File: src/rtl/register_mode_pkg.sv
// rtl/register_mode_pkg.sv - mode encoding and sizing helpers shared by the register-mode pipe
package register_mode_pkg;

    localparam int MODE_W = 2;

    typedef enum logic [MODE_W-1:0] {
        MODE_CONST  = 2'd0,
        MODE_DELAY  = 2'd1,
        MODE_BYPASS = 2'd2,
        MODE_PIPE   = 2'd3
    } mode_t;

    // A single-stage pipe still needs a one-bit address port.
    function automatic int addr_width(input int depth);
        return (depth <= 1) ? 1 : $clog2(depth);
    endfunction

endpackage

File: src/rtl/register_mode_stage.sv
// rtl/register_mode_stage.sv - one data+valid stage; priority load > clr_valid > shift
module register_mode_stage #(
    parameter int              WIDTH = 16,
    parameter logic [WIDTH-1:0] INIT = '0
) (
    input  logic             clk,
    input  logic             rst_n,
    input  logic             load,
    input  logic [WIDTH-1:0] load_data,
    input  logic             shift_en,
    input  logic [WIDTH-1:0] shift_data,
    input  logic             shift_valid,
    input  logic             clr_valid,
    output logic [WIDTH-1:0] data_q,
    output logic             valid_q
);

    always_ff @(posedge clk or negedge rst_n) begin
        if (!rst_n) begin
            data_q  <= INIT;
            valid_q <= 1'b0;
        end else if (load) begin
            data_q  <= load_data;
            valid_q <= 1'b1;
        end else if (clr_valid) begin
            valid_q <= 1'b0;
        end else if (shift_en) begin
            data_q  <= shift_data;
            valid_q <= shift_valid;
        end
    end

endmodule

File: src/rtl/register_mode_pipe.sv
// rtl/register_mode_pipe.sv - const/bypass/delay/pipe register block; optional fill port under REGISTER_MODE_PIPE_FILL_EN
module register_mode_pipe
    import register_mode_pkg::*;
#(
    parameter int               WIDTH = 16,
    parameter int               DEPTH = 4,
    parameter logic [WIDTH-1:0] INIT  = '0
) (
    input  logic                            CLK,
    input  logic                            ASYNCRESETN,
    input  logic [MODE_W-1:0]               mode,
    input  logic [WIDTH-1:0]                const_,
    input  logic [WIDTH-1:0]                value,
    input  logic                            value_valid,
    input  logic                            clk_en,
    input  logic                            flush,
    input  logic                            config_we,
    input  logic [addr_width(DEPTH)-1:0]    config_addr,
    input  logic [WIDTH-1:0]                config_data,
    output logic [WIDTH-1:0]                config_rdata,
    output logic [WIDTH-1:0]                O0,
    output logic [WIDTH-1:0]                O1,
`ifdef REGISTER_MODE_PIPE_FILL_EN
    output logic [$clog2(DEPTH+1)-1:0]      fill,
`endif
    output logic                            out_valid
);

    mode_t mode_e;
    logic  cfg_hit;
    logic  adv;

    logic [WIDTH-1:0] s   [DEPTH];
    logic [WIDTH-1:0] shd [DEPTH];
    logic [DEPTH-1:0] v;
    logic [DEPTH-1:0] ld;
    logic [DEPTH-1:0] sh;
    logic [DEPTH-1:0] shv;

    assign mode_e  = mode_t'(mode);
    assign cfg_hit = config_we && (32'(config_addr) < DEPTH);

    // A config write or flush freezes the shift for the whole chain that cycle.
    assign adv = clk_en && !cfg_hit && !flush &&
                 ((mode_e == MODE_DELAY) || (mode_e == MODE_PIPE));

    for (genvar i = 0; i < DEPTH; i++) begin : g_stage
        if (i == 0) begin : g_head
            assign sh[i]  = adv;
            assign shd[i] = value;
            assign shv[i] = value_valid;
        end else begin : g_body
            assign sh[i]  = adv && (mode_e == MODE_PIPE);
            assign shd[i] = s[i-1];
            assign shv[i] = v[i-1];
        end

        assign ld[i] = cfg_hit && (32'(config_addr) == i);

        register_mode_stage #(
            .WIDTH (WIDTH),
            .INIT  (INIT)
        ) u_stage (
            .clk         (CLK),
            .rst_n       (ASYNCRESETN),
            .load        (ld[i]),
            .load_data   (config_data),
            .shift_en    (sh[i]),
            .shift_data  (shd[i]),
            .shift_valid (shv[i]),
            .clr_valid   (flush),
            .data_q      (s[i]),
            .valid_q     (v[i])
        );
    end

    always_comb begin
        O0        = s[DEPTH-1];
        out_valid = v[DEPTH-1];
        case (mode_e)
            MODE_CONST: begin
                O0        = const_;
                out_valid = 1'b1;
            end
            MODE_BYPASS: begin
                O0        = value;
                out_valid = value_valid;
            end
            MODE_DELAY: begin
                O0        = s[0];
                out_valid = v[0];
            end
            default: begin
                O0        = s[DEPTH-1];
                out_valid = v[DEPTH-1];
            end
        endcase
    end

    // Out-of-range addresses read as zero rather than aliasing onto a stage.
    always_comb begin
        config_rdata = '0;
        for (int i = 0; i < DEPTH; i++) begin
            if (32'(config_addr) == i) begin
                config_rdata = s[i];
            end
        end
    end

    assign O1 = s[0];

`ifdef REGISTER_MODE_PIPE_FILL_EN
    localparam int FW = $clog2(DEPTH+1);

    logic [FW-1:0] fill_q;
    logic [FW-1:0] fill_d;

    // Popcount of the next-state valid vector, mirroring the stage priority.
    always_comb begin
        fill_d = '0;
        for (int i = 0; i < DEPTH; i++) begin
            if (ld[i] || (!flush && (sh[i] ? shv[i] : v[i]))) begin
                fill_d = fill_d + FW'(1);
            end
        end
    end

    always_ff @(posedge CLK or negedge ASYNCRESETN) begin
        if (!ASYNCRESETN) begin
            fill_q <= '0;
        end else begin
            fill_q <= fill_d;
        end
    end

    assign fill = fill_q;
`endif

endmodule

File: config.mk
export PLATFORM = sky130hd
export DESIGN_NAME = register_mode_pipe
export DESIGN_NICKNAME = d
export VERILOG_FILES = /design/src/rtl/register_mode_pkg.sv /design/src/rtl/register_mode_stage.sv /design/src/rtl/register_mode_pipe.sv
export SDC_FILE = /design/constraint.sdc
export NUM_CORES = 1
export LEC_CHECK = 0
export BUFFER_PORTS_ARGS = -buffer_cell sky130_fd_sc_hd__buf_2
export CORE_MARGIN = 5
export CORE_UTILIZATION = 25
export CTS_CLUSTER_DIAMETER = 100
export DETAILED_ROUTE_END_ITERATION = 8
export GPL_TIMING_DRIVEN = 0
export MAX_ROUTING_LAYER = met4
export SLEW_MARGIN = 10
export SYNTH_ARGS = -nofsm -noshare
export SYNTH_HDL_FRONTEND = slang
export SYNTH_SLANG_ARGS = --single-unit
File: constraint.sdc
create_clock -name CLK -period 1.55 [get_ports CLK]
set_clock_uncertainty 0.05 [all_clocks]
set_input_delay 0.155 -clock CLK [delete_from_list [all_inputs] [get_ports CLK]]
set_output_delay 0.155 -clock CLK [all_outputs]
set_load 0.005 [all_outputs]
==> results of run 1 <==
what timing repair did:
action | CTS | global route
setup buffers | 17 | 3
resized for setup | 12 | 6
hold buffers | 1 | 0
hold endpoints to repair | 34 | 0
setup endpoints to repair | 33 | 41
how the worst min path moves through the flow:
stage	start	end	slack [ns]	depth (start not counted)
after floorplan	ASYNCRESETN	g_stage[0].u_stage.data_q[0]	-0.19	0
after global placement	flush	g_stage[0].u_stage.valid_q	0.35	2
after detailed placement	ASYNCRESETN	g_stage[0].u_stage.data_q[5]	0.10	1
after CTS	flush	g_stage[0].u_stage.valid_q	0.02	2
after global routing	flush	g_stage[0].u_stage.valid_q	0.04	2
final	flush	g_stage[0].u_stage.valid_q	0.03	2
placed cells by master (no fill, tap or decap), types with 2 or more instances in the layout:
cell type	n
a21oi_1	17
a221o_1	48
and2_1	49
and3_1	49
buf_1	2
buf_2	105
buf_4	26
buf_6	9
buf_8	2
clkbuf_1	17
clkbuf_16	9
clkbuf_2	4
clkbuf_8	4
dfrtp_1	68
inv_1	3
mux2i_1	18
mux4_2	32
nand3_1	3
nand3b_1	2
nor3_1	16
nor3b_1	2
o311ai_0	3
worst max-delay path: stages (launching register included):
cell and delay, ns:
dfrtp_1 0.43, mux4_2 0.50, buf_2 0.15
logic make-up (layout without fill, tap and decap cells):
family	after synthesis	in the layout	synth area share [%]
compound gates	69	69	14.1
mux	50	50	21.3
simple gates	129	129	19.0
flops	68	68	40.2
buf+inv	44	185	5.43
other cells	0	1	0
state kept, by name (all words and copies together), names as in the netlist:
name / flops
g_stage.u_stage.valid_q: 4
g_stage.u_stage.data_q: 64
layout make-up:
type,count,area (µm²),area share [%]
Tap cell,220,275,4.95
Sequential cell,68,1700,30.6
Inverter,3,11.3,0.202
Buffer,41,262,4.70
Multi-Input combinational cell,248,2300,41.4
Clock inverter,1,5.00,0.0900
Clock buffer,14,284,5.11
Antenna cell,1,2.50,0.0450
Timing Repair Buffer,126,716,12.9
metrics by stage:
stage	TNS [ns]	area (µm²)	cells
floorplan	0	4240	360
global placement	-21.50	5030	684
detailed placement	-19.92	5050	685
CTS	-0.736	5520	718
global route	-1.70	5560	722
finish	-0.553	5560	722
where the power goes:
| part | switching (mW) | leakage [nW] | internal (mW) |
|---|---|---|---|
| registers | 0.284 | 0.826 | 2.10 |
| logic | 0.723 | 1.61 | 1.01 |
| clock network | 0.756 | 0.145 | 1.25 |
metal layers:
metal | track usage [%] | up-vias
met5 | - | -
met4 | 4.95 | 0
met3 | 3.54 | 27
met2 | 25.8 | 211
met1 | 23.1 | 2009
li1 | - | 1697
==> flow_metrics.tcl, run 1 <==
set metrics [dict create \
    postSynthCellCount 360 \
    gp_congestion 0.864 \
    met1_length_um 7110 \
    synth_most_common_cell "dfrtp_1" \
    numCtsBuffers 9 \
    violations "setup timing" \
    synth_fp_nets 418 \
    worst-r2r-cell-count 5 \
    wl_met3_um 1090 \
    netlist_area_um2 4240 \
    timing.fmax_mhz 618 \
    grt-ovfl-total 0 \
    critPathLaunch "g_stage[0].u_stage.data_q[3]" \
    slew_viol_final 0 \
    nets 555 \
    dp_hpwl_um 11400 \
    r2r_end "g_stage[1].u_stage.data_q[7]" \
    r2r_slack_ns 0.18 \
    cp.required_ns 1.34 \
    synthFlopType "dfrtp_1" \
    cp-endpoint "config_rdata[3]" \
    max-slew-margin-rel_pct 49.7 \
    drt-wirelength-per-cell_um 22.5 \
    htreeDepth 3 \
    area_growth_syn_to_layout_pct 31.3 \
    yosys.area.top_type "dfrtp_1" \
    setup_viol 21 \
    path_class "reg2out" \
    drt_iter0_markers 422 \
    grt_first_pass_wirelength_um 25000 \
    dieArea_um2 19600 \
    first_global_vias 4082 \
    peakVddDrop_mv 0.558 \
    reg2reg_from "g_stage[0].u_stage.data_q[7]" \
    p_per_area_nw_per_um2 1100 \
    synth.avg_cell_area_um2 11.8 \
    critPathMaxFanout 5 \
    final_util_pct 33.5 \
    antenna_found_initial 1 \
    wl_um 16200 \
    yosysUniqueCellTypes 28 \
    layout_setup_ws_ns -0.0674 \
    wl_met2_um 7710 \
    async_flop_share_pct 100 \
    rows 47 \
    leakagePower_nw 2.58 \
    cts_root_buf "clkbuf_16" \
    critPathCaptureType "primary output" \
    drtAntennaViolNets 0 \
    yosysWarningCount 0 \
    synth_commonest_cells "dfrtp_1, and2_1, and3_1" \
    ios 107 \
    dr_total_vias 3944 \
    yosys.area.top_type_share_pct 40.2 \
    drc 0 \
    seq_area_frac_synth_pct 40.2 \
    hp-class "in2reg" \
    tritoncts "yes" \
    portBuffers 104 \
    ys_seq_elements 68 \
    dr.pass1.iters 5 \
    fp.coreArea_um2 16600 \
    cts.sinks 68 \
    critPathLaunchType "flip-flop" \
    synth_edf_count 0 \
    min_period_over_period_pct 104 \
    status "finished with violations" \
    top_layer "met4" \
    ys_top_cells_by_area "dfrtp_1, mux4_2, a221o_1" \
    drive_gt1_share_pct 39.5 \
    viasPerCell 5.46 \
    clock_path_buffers 2 \
    clk_latency_ns 0.33 \
    grt_use_total_pct 17.0 \
    finalHoldViolCount 0 \
    pre_cts_ws_ns -0.480 \
    maxCapViolations 0 \
    period_needed_ns 1.62 \
    rsz0062_at_grt "true" \
    clkTransAtPathRegs_ns 0.06 \
    power.total_mw 6.13 \
    arrival_ns 1.41 \
    die-height_um 140 \
    fin_hold_ws_ns 0.0273 \
    worst_slew_pin_slew_ns 0.755 \
    die_w_um 140 \
    start_util_pct 25.5 \
    fill_cells 1699 \
    grt_max_degree 36 \
]
Note: power is estimated with default switching activity, not from simulation.
==> run 2: changes to the inputs <==
SYNTH_HIERARCHICAL = 1   (was unset)
==> flow_metrics.tcl, run 2 <==
set metrics [dict create \
    worst_slew_pin_slew_ns 0.649 \
    drc 0 \
    dr.pass1.iters 4 \
    synth_most_common_cell "dfrtp_1" \
    timing.fmax_mhz 607 \
    seq_area_frac_synth_pct 34.9 \
    period_needed_ns 1.65 \
    r2r_slack_ns 0.40 \
    gp_congestion 0.867 \
    reg2reg_from "g_stage[0].u_stage/data_q[12]" \
    cp.required_ns 1.34 \
    final_common_cell "buf_2" \
    arrival_ns 1.44 \
    min_period_over_period_pct 106 \
    netlist_area_um2 4880 \
    mostFrequentLayoutCells "buf_2, nand2_1, inv_1, nand4bb_1, dfrtp_1" \
    violations "setup timing" \
    top_regs "g_stage.u_stage/data_q: 64 flops, g_stage.u_stage/valid_q: 4 flops" \
    nets 634 \
    die-height_um 150 \
    viasPerCell 5.12 \
    yosysUniqueCellTypes 25 \
    yosysWarningCount 6 \
    ys_seq_elements 68 \
    clk_latency_ns 0.34 \
    critPathLaunchType "flip-flop" \
    hp-start "config_data[10]" \
    synth_fp_nets 476 \
    max-slew-margin-rel_pct 56.7 \
    fp.coreArea_um2 19300 \
    largest_register_ff_count 64 \
    postSynthCellCount 418 \
    die_w_um 150 \
    drt_iter0_markers 306 \
    cts.sinks 68 \
    status "finished with violations" \
    yosys.area.top_type "dfrtp_1" \
    rsz0062_at_grt "true" \
    finalSetupTns_ns -0.945 \
    clock_path_buffers 2 \
    first_global_vias 4447 \
    dr_total_vias 4352 \
    largest_register "g_stage.u_stage/data_q" \
    synth.avg_cell_area_um2 11.7 \
    layout_setup_ws_ns -0.0987 \
    drt-wirelength-per-cell_um 21.8 \
    numCtsBuffers 9 \
    pre_cts_ws_ns -0.871 \
    dp_hpwl_um 12700 \
    synthFlopType "dfrtp_1" \
    p_per_area_nw_per_um2 1060 \
    clkTransAtPathRegs_ns 0.06 \
    synth_edf_count 0 \
    hp-class "in2reg" \
    finalHoldViolCount 0 \
    tritoncts "yes" \
    ys_top_cells_by_area "dfrtp_1, nand4bb_1, mux4_2" \
    drtAntennaViolNets 0 \
    slew_viol_final 0 \
    leakagePower_nw 2.72 \
    drive_gt1_share_pct 46.3 \
    synth_commonest_cells "dfrtp_1, nand2_1, inv_1, nand4bb_1, o311ai_2" \
    grt-ovfl-total 0 \
    dieArea_um2 22400 \
    whs_path_depth 3 \
    cts_root_buf "clkbuf_16" \
    start_util_pct 25.2 \
    wl_um 18500 \
    r2r_end "g_stage[0].u_stage/data_q[12]" \
    worst-r2r-cell-count 5 \
    setup_viol 27 \
    grt_first_pass_wirelength_um 28000 \
    grt_use_total_pct 17.0 \
    peakVddDrop_mv 0.611 \
    holdPathEnd "g_stage[0].u_stage/data_q[10]" \
    grt_max_degree 44 \
    maxCapViolations 0 \
    ios 107 \
    path_class "reg2out" \
    area_growth_syn_to_layout_pct 33.5 \
    critPathMaxFanout 3 \
    htreeDepth 3 \
    portBuffers 102 \
    rows 51 \
    critPathCaptureType "primary output" \
    fin_hold_ws_ns 0.0529 \
    async_flop_share_pct 100 \
    antenna_found_initial 4 \
    yosys.area.top_type_share_pct 34.9 \
]
run 2: cell count changes after synthesis, sizes merged, moves of 13 or more:
cell	previous run	this run
nand4bb	0	64
nand2	2	65
inv	3	64
o311ai	3	64
a221o	48	0
and2	49	1
and3	49	1
a21oi	17	1
nor3	16	0
mux2i	18	5
run 2: critical path: stages, from the launching register on:
cell,delay (ns)
dfrtp_1,0.42
mux4_2,0.54
buf_6,0.14
run 2: where the power goes:
| part | internal [mW] | switching, mW |
|---|---|---|
| sequential | 2.10 | 0.293 |
| clock | 1.78 | 0.818 |
| combinational | 1.07 | 0.816 |
run 2: how the worst max path moves through the flow:
stage	to	from
floorplan	g_stage[2].u_stage/data_q[10]	mode[0]
global placement	g_stage[3].u_stage/data_q[10]	flush
detailed placement	g_stage[3].u_stage/data_q[13]	flush
CTS	config_rdata[10]	g_stage[0].u_stage/data_q[10]
global route	config_rdata[10]	g_stage[0].u_stage/data_q[10]
finish	config_rdata[10]	g_stage[3].u_stage/data_q[10]
run 2: cells by family (layout without fill, tap and decap cells):
kind of cell | count (synthesis) | after routing | synth area share (%)
buf+inv | 104 | 266 | 10.0
flops | 68 | 68 | 34.9
mux | 37 | 37 | 16.6
simple gates | 140 | 141 | 22.0
compound gates | 69 | 69 | 16.5
other cells | 0 | 4 | 0
run 2: timing repair:
action,4_1_cts,5_1_grt
hold endpoints to repair,25,0
pin swaps,1,0
buffers inserted,32,10
hold buffers,1,0
endpoints found under the setup margin,99,74
cloned,1,0
resized for setup,20,7
run 2: metal layers:
layer  vias up  global-route usage, %  routed length, µm  share of wire [%]
met3        35                   3.51               1460                7.9
li1       1934                      -                  -                  -
met1      2182                   21.5               7490                 40
met5         -                      -                  0                  0
met2       201                   26.9               8930                 48
met4         0                   6.59                633                3.4
run 2: final cells by class:
class / instances / area, µm²
fillers: 1973 / 12800
multi-input cells: 247 / 2670
flip-flops and latches: 68 / 1710
repair buffers: 146 / 922
well taps: 265 / 332
plain buffers: 40 / 262
inverters: 64 / 240
clock buffers: 10 / 239
clock inverters: 6 / 134
diodes: 4 / 10.0
run 2: per-stage QoR:
step,utilization (%),area [µm²],cells,total power [mW]
2_1_floorplan,-,4890,418,3.25
3_3_place_gp,29.6,5730,785,3.96
3_5_place_dp,29.8,5760,786,3.99
4_1_cts,33.0,6370,836,6.84
5_1_grt,33.7,6510,850,7.20
6_report,33.7,6510,850,6.89
